===== src/rtl/de2_pio_led_effects.sv =====
// Avalon-MM controlled LED effects stage sitting between the green-LED PIO
// and the DE2 LEDG[8:0] pins. Modes: pass-through, blink and PWM dim,
// all paced by a programmable prescaler.
//
// Bus handshake: there is no valid/ready pair on this slave. A write is
// accepted on every rising edge where chipselect=1 and write_n=0, and
// readdata is a purely combinational view of the addressed register
// (zero wait states, independent of chipselect).
module de2_pio_led_effects #(
    parameter logic [15:0] PRESCALE_RESET = 16'd49999,
    parameter logic [7:0]  DUTY_RESET     = 8'd128
) (
    input  logic        clk,
    input  logic        reset_n,
    input  logic [1:0]  address,
    input  logic        chipselect,
    input  logic        write_n,
    input  logic [31:0] writedata,
    output logic [31:0] readdata,
    input  logic [8:0]  led_in,
    output logic [8:0]  led_out
);

    localparam logic [1:0] ADDR_CTRL     = 2'd0;
    localparam logic [1:0] ADDR_PRESCALE = 2'd1;
    localparam logic [1:0] ADDR_DUTY     = 2'd2;
    localparam logic [1:0] ADDR_STATUS   = 2'd3;

    logic [2:0]  ctrl;
    logic [15:0] prescale;
    logic [7:0]  duty;
    logic [15:0] cnt;
    logic        phase;
    logic [7:0]  pwm_cnt;
    logic [8:0]  led_next;

    logic        wr;
    logic        enable;
    logic [1:0]  mode;
    logic        tick;
    logic        restart;
    logic        unused_bits;

    assign wr      = chipselect && !write_n;
    assign enable  = ctrl[2];
    assign mode    = ctrl[1:0];
    assign tick    = enable && (cnt == prescale);
    // Reprogramming the timebase restarts it so the first period is whole.
    assign restart = wr && ((address == ADDR_CTRL) || (address == ADDR_PRESCALE));
    assign unused_bits = ^writedata[31:16];

    // Register file writes; STATUS is read-only so address 3 is dropped.
    always_ff @(posedge clk) begin
        if (!reset_n) begin
            ctrl     <= 3'd0;
            prescale <= PRESCALE_RESET;
            duty     <= DUTY_RESET;
        end else if (wr) begin
            case (address)
                ADDR_CTRL:     ctrl     <= writedata[2:0];
                ADDR_PRESCALE: prescale <= writedata[15:0];
                ADDR_DUTY:     duty     <= writedata[7:0];
                default:       ;
            endcase
        end
    end

    // Prescaler, blink phase and PWM counter; a restart beats a tick.
    always_ff @(posedge clk) begin
        if (!reset_n) begin
            cnt     <= 16'd0;
            phase   <= 1'b1;
            pwm_cnt <= 8'd0;
        end else if (restart) begin
            cnt     <= 16'd0;
            phase   <= 1'b1;
            pwm_cnt <= 8'd0;
        end else if (tick) begin
            cnt     <= 16'd0;
            phase   <= ~phase;
            pwm_cnt <= pwm_cnt + 8'd1;
        end else if (enable) begin
            cnt     <= cnt + 16'd1;
        end else begin
            cnt     <= 16'd0;
        end
    end

    // Effect selection from the current (possibly frozen) timebase state.
    always_comb begin
        led_next = led_in;
        case (mode)
            2'd1:    led_next = led_in & {9{phase}};
            2'd2:    led_next = led_in & {9{pwm_cnt < duty}};
            default: led_next = led_in;
        endcase
    end

    // Registered LED drive, one cycle behind led_in in every mode.
    always_ff @(posedge clk) begin
        if (!reset_n) begin
            led_out <= 9'h000;
        end else begin
            led_out <= led_next;
        end
    end

    // Combinational read mux, zero-extended.
    always_comb begin
        readdata = 32'd0;
        case (address)
            ADDR_CTRL:     readdata = {29'd0, ctrl};
            ADDR_PRESCALE: readdata = {16'd0, prescale};
            ADDR_DUTY:     readdata = {24'd0, duty};
            ADDR_STATUS:   readdata = {16'd0, pwm_cnt, 7'd0, phase};
            default:       readdata = 32'd0;
        endcase
    end

endmodule


===== config.mk =====
export PLATFORM = sky130hd
export DESIGN_NAME = de2_pio_led_effects
export DESIGN_NICKNAME = d
export VERILOG_FILES = /design/src/rtl/de2_pio_led_effects.sv
export SDC_FILE = /design/constraint.sdc
export NUM_CORES = 1
export LEC_CHECK = 0
export BUFFER_PORTS_ARGS = -buffer_cell sky130_fd_sc_hd__buf_2
export CAP_MARGIN = 10
export CORE_MARGIN = 4
export CORE_UTILIZATION = 56
export DETAILED_ROUTE_END_ITERATION = 7
export HOLD_SLACK_MARGIN = 0.15
export PLACE_DENSITY = 0.85
export RECOVER_POWER = 50
export SETUP_SLACK_MARGIN = 0.02
export SYNTH_ARGS = -nofsm -noshare
export SYNTH_HDL_FRONTEND = slang
export SYNTH_SLANG_ARGS = --single-unit
export TNS_END_PERCENT = 10

===== constraint.sdc =====
create_clock -name clk -period 4.94 [get_ports clk]
set_input_delay 0.247 -clock clk [delete_from_list [all_inputs] [get_ports clk]]
set_output_delay 0.247 -clock clk [all_outputs]
set_load 0.005 [all_outputs]

==> out/results.ini, run 1 <==
[finish]
syn_to_final_growth_pct = 16.5
diodes = 0
final_nets = 502
drive_gt1_frac = 0.134
final.fill_count = 462

[global_route]
antenna_found_initial = 0
overflow = 0
grt_max_degree = 48
grt_use_total = 0.225
grt_pass1_vias = 2747
grt_first_pass_wirelength_microns = 12600

[worst_setup_path]
cp-start-kind = input pin
path_cells = clkbuf_1 > nor2b_1 > nand2_1 > o21ai_0 > buf_2
critical_path_class = input pin to output pin
max_stage_delay_ps = 700
cp_max_fo = 16
crit_arrival_ps = 1970
crit_family = buffers and inverters
crit_slowest_cell = clkbuf_1
end_kind = output pin
cp.required_ps = 4690
critPathBufInv = 2

[timing]
finalSetupTns_ps = 0
rsz0062_at_grt = no
fin_crit_ps = 2210
tightestPinTransition_ps = 963
layout_setup_ws_ps = 2730
period_share = 0.448
skew_ps = 6.68
drv_slew = 0
slew_headroom = 0.358
setup_viol = 0
hold_violations = 0
max_freq_mhz = 452

[drt]
avgRoutedWirePerCell_microns = 14.6
vias_per_cell = 5.53
via_count = 2875
wirelength_microns = 7590
first_pass_iters = 4
drc = 0
final_antenna_net_count = 0
drt_iter0_drc = 235

[synth]
yosys.area.top_type = dfxtp_1
synth_common_cells = dfxtp_1 (61), nand2_1 (60), nand3_1 (27)
yosysTopAreaCellShare = 0.384
syn_inst = 382
synth_edf_count = 0
yosysMostFrequentCell = dfxtp_1
synthTopCellsByArea = dfxtp_1 (38%), nand2_1 (7.1%), xor2_1 (6.1%)
synthFlopType = dfxtp_1
syn_area_sq_um = 3180
synth_seq_cells = 61
ys_warn_count = 0
yosysUniqueCellTypes = 39
syn_avg_cell_area_sq_um = 8.33
yosysSeqAreaShare = 0.384
async_reset_ff_frac = 0

[cts]
cts_max_level = 3
cts-root-buf = clkbuf_8
cts_buffers = 9
clock_sinks = 61
clk_pin_slew_worst_paths_ps = 60
clk_latency_ps = 340
cts_tree = done
clockBufferDepth = 2

[worst_hold_path]
hp-class = input pin to register

[floorplan]
dieArea_sq_um = 6950
die_w_microns = 83.4
ios = 88
core_area_sq_um = 5510
initial_core_util = 0.578
die_h_microns = 83.4
rows = 27

[pwr]
p_per_area_nw_per_um2 = 256
peakVddDrop_mv = 0.165
p_leak_nw = 1.48

[run]
drv_cap = 0

[placement]
gp_congestion = 0.841
dp_slack_ps = 2710
dp_hpwl_microns = 5390
io_buffer_count = 55

[run_status]
status = finished clean

final cells by class:
cell class / instances / area, sq um / area share
flip-flops and latches: 61 / 1220 / 0.330
inverters: 14 / 52.6 / 0.0142
well taps: 72 / 90.1 / 0.0243
clock inverters: 3 / 15.0 / 0.00405
multi-input cells: 288 / 1770 / 0.479
repair buffers: 71 / 422 / 0.114
clock buffers: 11 / 131 / 0.0355
worst min-delay path, delay by kind of cell:
kind | cells | cell delay [ps]
buf+inv | 1 | 100
compound gates | 1 | 60
simple gates | 1 | 60
cells by family after synthesis:
| group | after synthesis | share of synthesized area |
|---|---|---|
| muxes | 14 | 0.0480 |
| other | 1 | 0.00118 |
| xor gates and xnor gates | 30 | 0.0826 |
| DFF | 61 | 0.384 |
| AOI/OAI and AO/OA | 54 | 0.113 |
| adders and majority gates | 10 | 0.0393 |
| and+or+nand+nor | 164 | 0.256 |
| buffers and inverters | 48 | 0.0763 |
timing repair:
| action | in CTS | in global routing |
|---|---|---|
| setup buffers | 0 | 0 |
| resized for setup | 0 | 0 |
| hold buffers | 16 | 0 |
| hold endpoints to repair | 16 | 0 |
metrics by stage:
stage	cells	hold WS (ps)	util	power [mW]	area, sq um
2_1_floorplan	397	371	-	0.573	3240
3_3_place_gp	490	456	0.620	0.595	3410
3_5_place_dp	490	475	0.620	0.598	3410
4_1_cts	520	152	0.675	0.954	3720
5_1_grt	520	152	0.673	0.989	3700
6_report	520	160	0.673	0.949	3700
sequential cells by signal, summed over array words and instances (netlist names):
register  count
cnt          16
prescale     16
led_out       9
duty          8
pwm_cnt       8
ctrl          3
phase         1
final timing paths:
check                                   end        from  depth (start not counted)  slack, ps
worst max-delay path            readdata[2]  address[1]                          5       2730
worst min-delay path             led_out[1]   led_in[1]                          3        160
worst max register to register       cnt[4]      cnt[6]                          5       2740
worst min register to register       cnt[0]      cnt[0]                          1        490
report_power, final:
group          internal (mW)  total [mW]  leakage [nW]  switching, mW
logic                 0.0411      0.0881         0.907         0.0470
registers              0.502       0.509         0.496        0.00696
clock network          0.174       0.352        0.0788          0.178
total                  0.717       0.949          1.48          0.232
cells in the final DEF, fill, tap and decap left out, drive strengths merged, types with 2 or more instances in the layout:
master        n
a21boi       14
a21o          3
a21oi         5
a22o          5
and2          3
and3          2
buf          41
clkbuf       25
clkinv        3
conb         16
dfxtp        61
dlygate4sd3  16
ha           10
inv          14
mux2i        13
nand2        60
nand2b        3
nand3        27
nand4        16
nor2         20
nor2b        14
nor3          5
nor4          5
o211ai        4
o21ai        17
o31ai         3
or3           3
or4           4
xnor2         8
xor2         22
routing by layer:
layer  vias to the layer above  wire, microns  global-route usage
met2                       111           3600               0.354
met4                         0            163               0.105
li1                       1414              -                   -
met3                        17            520              0.0665
met5                         -              0                   0
met1                      1333           3310               0.282
(Power assumes the default switching activity.)
==> run 2, diff against run 1 <==
--- a/config.mk
+++ b/config.mk
@@ -8,10 +8,10 @@
 export BUFFER_PORTS_ARGS = -buffer_cell sky130_fd_sc_hd__buf_2
 export CAP_MARGIN = 10
 export CORE_MARGIN = 4
-export CORE_UTILIZATION = 56
+export CORE_UTILIZATION = 47
 export DETAILED_ROUTE_END_ITERATION = 7
 export HOLD_SLACK_MARGIN = 0.15
-export PLACE_DENSITY = 0.85
+export PLACE_DENSITY = 0.76
 export RECOVER_POWER = 50
 export SETUP_SLACK_MARGIN = 0.02
 export SYNTH_ARGS = -nofsm -noshare
==> constraint.sdc (replaced) <==
create_clock -name clk -period 1.8 [get_ports clk]
set_input_delay 0.09 -clock clk [delete_from_list [all_inputs] [get_ports clk]]
set_output_delay 0.09 -clock clk [all_outputs]
set_load 0.005 [all_outputs]
==> out/results.ini, run 2 (synthesis gave the netlist of run 1 again) <==
[timing]
max_freq_mhz = 549
hold_ws_ps = 296  ; +136 ps
drv_slew = 0  ; unchanged
period_share = 1.01
rsz0062_at_grt = yes
layout_setup_ws_ps = -22.5  ; -2750 ps
tightestPinTransition_ps = 611  ; -351 ps
slew_headroom = 0.591  ; +0.233
setup_viol = 2  ; +2
hold_violations = 0  ; unchanged
fin_crit_ps = 1820
skew_ps = 5.66  ; -1.02 ps

[global_route]
grt_use_total = 0.222  ; -0.00254
grt_pass1_vias = 3160  ; +15%
antenna_found_initial = 0  ; unchanged
grt_use_met1 = 0.269  ; -0.0132
grt_max_degree = 40  ; -17%
busiest_layer = met2
grt_first_pass_wirelength_microns = 14800  ; +17%
grtUsageMet3 = 0.0508  ; -0.0156
overflow = 0  ; unchanged
grt_util_met2 = 0.377  ; +0.0229

[placement]
post-place-cells = 534  ; +9.0%
gp_congestion = 0.877  ; +4.3%
dp_hpwl_microns = 5970  ; +11%
io_buffer_count = 55  ; unchanged

[drt]
via_count = 3170  ; +10%
drt_iter0_drc = 265  ; +13%
vias_per_cell = 5.41  ; -2.2%
wirelength_microns = 9010  ; +19%
avgRoutedWirePerCell_microns = 15.4  ; +5.3%
first_pass_iters = 6  ; +2
drc = 0  ; unchanged
final_antenna_net_count = 0  ; unchanged

[floorplan]
dieArea_sq_um = 8150  ; +17%
die_w_microns = 90.3  ; +8.3%
initial_core_util = 0.492  ; -0.0852
core_area_sq_um = 6460  ; +17%
die_h_microns = 90.3  ; +8.3%
ios = 88  ; unchanged
rows = 29  ; +7.4%

[cts]
clk_latency_ps = 340  ; about the same
clk_pin_slew_worst_paths_ps = 60  ; about the same
cts_buffers = 9  ; unchanged
cts_max_level = 3  ; unchanged
cts_tree = done
clock_sinks = 61  ; unchanged
clockBufferDepth = 2  ; unchanged
cts-root-buf = clkbuf_8

[finish]
largestRegisters = cnt (16), prescale (16), led_out (9)
syn_to_final_growth_pct = 35.0
finalNonFillerCells = 586  ; +13%
final_cell_mix = nand2_1 (60), dfxtp_1 (56), buf_4 (41)
regArea_sq_um = 1230  ; +0.51%
diodes = 0  ; unchanged
final_nets = 563  ; +12%
multi_input_area_sq_um = 1830  ; +3.1%
final.fill_count = 510  ; +10%
drive_gt1_frac = 0.222  ; +0.0881
final_common_cell = nand2_1

[pwr]
p_leak_nw = 1.79  ; +21%
p_per_area_nw_per_um2 = 638  ; +150%
peakVddDrop_mv = 0.524  ; +220%
power_mw = 2.74  ; +190%

[worst_hold_path]
hold_path_depth = 3  ; unchanged
hp-class = input pin to register

[run]
drv_cap = 0  ; unchanged

[worst_setup_path]
crit_arrival_ps = 2040  ; +70 ps
end_kind = register
cp.required_ps = 2020  ; -2670 ps
critical_path_class = register to register
cp-start-kind = register
cp_max_fo = 4  ; -12
ff2ff_path_depth = 8  ; +3

[run_status]
failed_checks = negative setup slack
status = finished with violations

run 2: timing repair:
item	CTS	global route
setup buffers	6	0
pin swaps	7	10
setup endpoints to repair	7	19
resized for setup	7	13
hold buffers	31	0
gates cloned	1	0
endpoints found under the hold margin	36	0
run 2: per-stage QoR:
stage,util,area [sq um],setup WS (ps),setup TNS (ps)
after floorplan,-,3240,79.1,0
after global placement,0.577,3720,-107,-442
after detailed placement,0.577,3720,-155,-659
after CTS,0.662,4280,7.82,0
after global routing,0.665,4290,-112,-445
final,0.665,4290,-22.5,-40.2
run 2: report_power, final:
group	switching [mW]	internal, mW	leakage (nW)	total [mW]
registers	0.0162	1.38	0.496	1.39
logic	0.150	0.148	1.20	0.298
clock network	0.494	0.555	0.0881	1.05
total	0.660	2.08	1.79	2.74
run 2: path summary, 6_finish.rpt:
kind	start	endpoint	slack [ps]
max reg2reg	prescale[5]	pwm_cnt[4]	-20
max	prescale[5]	pwm_cnt[4]	-20
min	reset_n	phase	300
min reg2reg	duty[1]	duty[1]	480
run 2: routing by layer:
| metal | part of all wire | up-vias | wire length (microns) |
|---|---|---|---|
| li1 | - | 1532 | - |
| met1 | 0.43 | 1477 | 3830 |
| met2 | 0.49 | 139 | 4410 |
| met3 | 0.062 | 22 | 558 |
| met4 | 0.023 | 0 | 208 |
| met5 | 0 | - | 0 |
run 2: critical path: stages (launching register included):
cell,delay [ps]
dfxtp_2,330
xor2_1,160
nor4_2,260
buf_4,160
buf_4,100
nand4_1,150
buf_4,190
o31ai_1,280
a21oi_2,80
run 2: final cells by class:
class | instances | share of cell area
multi-input combinational | 289 | 0.426
sequential | 61 | 0.286
timing repair buffer | 131 | 0.215
clock buffer | 12 | 0.0361
tap | 77 | 0.0224
inverter | 14 | 0.0122
clock inverter | 2 | 0.00233
==> run 3, diff against run 2 <==
--- a/config.mk
+++ b/config.mk
@@ -11,7 +11,7 @@
 export CORE_UTILIZATION = 47
 export DETAILED_ROUTE_END_ITERATION = 7
 export HOLD_SLACK_MARGIN = 0.15
-export PLACE_DENSITY = 0.76
+export PLACE_DENSITY = 0.82
 export RECOVER_POWER = 50
 export SETUP_SLACK_MARGIN = 0.02
 export SYNTH_ARGS = -nofsm -noshare
==> out/results.ini, run 3 (synthesis gave the netlist of run 1 again) <==
[run_status]
status = finished with violations
failed_checks = negative setup slack

[worst_setup_path]
max_stage_delay_ps = 520  ; +190 ps
crit_slowest_cell = or4_1
critPathBufInv = 1  ; -2
path_cells = xor2_1 > nor4_1 > buf_4 > nand4_4 > or4_1 > a21oi_1
cp-start-kind = register
crit_arrival_ps = 2170  ; +130 ps
crit_family = simple AND/OR/NAND/NOR gates
cp_max_fo = 5  ; +1
critical_path_class = register to register
cp.required_ps = 2080  ; +60 ps
r2r_slack_ps = -90  ; -70 ps
end_kind = register

[drt]
avgRoutedWirePerCell_microns = 17.5  ; +14%
vias_per_cell = 5.77  ; +6.7%
via_count = 3354  ; +5.8%
drc = 0  ; unchanged
drt_iter0_drc = 382  ; +44%
wirelength_microns = 10100  ; +13%
final_antenna_net_count = 0  ; unchanged
first_pass_iters = 6  ; unchanged

[cts]
cts_buffers = 9  ; unchanged
cts_tree = done
clk_latency_ps = 350  ; about the same
clockBufferDepth = 2  ; unchanged
cts_max_level = 3  ; unchanged
clock_sinks = 61  ; unchanged
cts-root-buf = clkbuf_8
clk_pin_slew_worst_paths_ps = 70  ; about the same

[worst_hold_path]
hp-class = input pin to register

[finish]
final_common_cell = nand2_1
final_nets = 556  ; -1.2%
fin_util = 0.664  ; about the same
diodes = 0  ; unchanged
syn_to_final_growth_pct = 34.9  ; about the same
finalNonFillerCells = 581  ; -0.85%
largestRegisters = cnt (16), prescale (16), led_out (9)
final_cell_mix = nand2_1 (60), dfxtp_1 (54), buf_2 (51)
fin_area_sq_um = 4290  ; about the same
drive_gt1_frac = 0.254  ; +0.0320

[timing]
drv_slew = 0  ; unchanged
hold_violations = 0  ; unchanged
rsz0062_at_grt = yes
period_share = 1.05  ; +0.0370
tightestPinTransition_ps = 699  ; +87.4 ps
slew_headroom = 0.529  ; -0.0622
layout_setup_ws_ps = -89.0  ; -66.5 ps
skew_ps = 11.4  ; +5.76 ps
fin_crit_ps = 1890  ; +66.5 ps
max_freq_mhz = 529  ; -3.5%
setup_viol = 23  ; +21

[placement]
dp_slack_ps = -110  ; +45.7 ps
io_buffer_count = 55  ; unchanged
dp_hpwl_microns = 6150  ; +3.1%
placed_cell_area_sq_um = 3720  ; unchanged
post-place-cells = 534  ; unchanged
gp_congestion = 0.861  ; -1.7%

[global_route]
grt_pass1_vias = 3197  ; +1.2%
grt_max_degree = 26  ; -35%
grt_first_pass_wirelength_microns = 15600  ; +5.3%
antenna_found_initial = 0  ; unchanged
overflow = 0  ; unchanged
grt_use_total = 0.237  ; +0.0149

[floorplan]
dieArea_sq_um = 8150  ; unchanged
rows = 29  ; unchanged
ios = 88  ; unchanged
die_w_microns = 90.3  ; unchanged
die_h_microns = 90.3  ; unchanged
core_area_sq_um = 6460  ; unchanged
initial_core_util = 0.492  ; unchanged

[pwr]
p_per_area_nw_per_um2 = 698  ; +9.3%
p_leak_nw = 1.83  ; +2.4%
peakVddDrop_mv = 0.567  ; +8.1%

[run]
drv_cap = 0  ; unchanged

run 3: final timing paths:
kind	startpoint	to	cells after the start
worst max-delay path	prescale[0]	pwm_cnt[4]	6
worst min-delay path	reset_n	prescale[2]	3
worst max register to register	prescale[0]	pwm_cnt[4]	6
worst min register to register	duty[6]	duty[6]	2
run 3: power by group:
| group | internal, mW | leakage, nW | switching (mW) |
|---|---|---|---|
| sequential | 1.38 | 0.496 | 0.0173 |
| combinational | 0.147 | 1.22 | 0.158 |
| clock | 0.745 | 0.112 | 0.549 |
run 3: area by class of cell:
cell class	count	area, sq um
flip-flops and latches	61	1230
inverters	14	52.6
clock inverters	4	45.0
repair buffers	124	867
clock buffers	12	165
fillers	488	2170
multi-input cells	289	1840
well taps	77	96.3
run 3: timing repair:
| action | CTS | global route |
|---|---|---|
| endpoints found under the setup margin | 25 | 25 |
| gates resized for setup | 6 | 11 |
| buffers inserted | 3 | 2 |
| hold buffers | 25 | 0 |
| gates cloned | 1 | 0 |
| hold endpoints to repair | 36 | 0 |
| pin swaps | 12 | 11 |
run 3: stage by stage:
step / hold slack, ps / TNS [ps] / power, mW
2_1_floorplan: 214 / 0 / 1.57
3_3_place_gp: 313 / -384 / 1.66
3_5_place_dp: 321 / -801 / 1.66
4_1_cts: 159 / -91.8 / 2.98
5_1_grt: 194 / -1650 / 3.07
6_report: 169 / -1050 / 2.99
run 3: layer usage:
layer | routed length [microns] | vias up | global-route usage
met3 | 938 | 51 | 0.0417
met5 | 0 | - | 0
met4 | 430 | 0 | 0.136
li1 | - | 1516 | -
met1 | 3880 | 1539 | 0.289
met2 | 4890 | 248 | 0.393
run 3: worst reg2reg max path, cell delays in order (launching register included):
cell and delay (ps):
dfxtp_2 330, xor2_1 150, nor4_1 310, buf_4 200, nand4_4 160, or4_1 520, a21oi_1 160
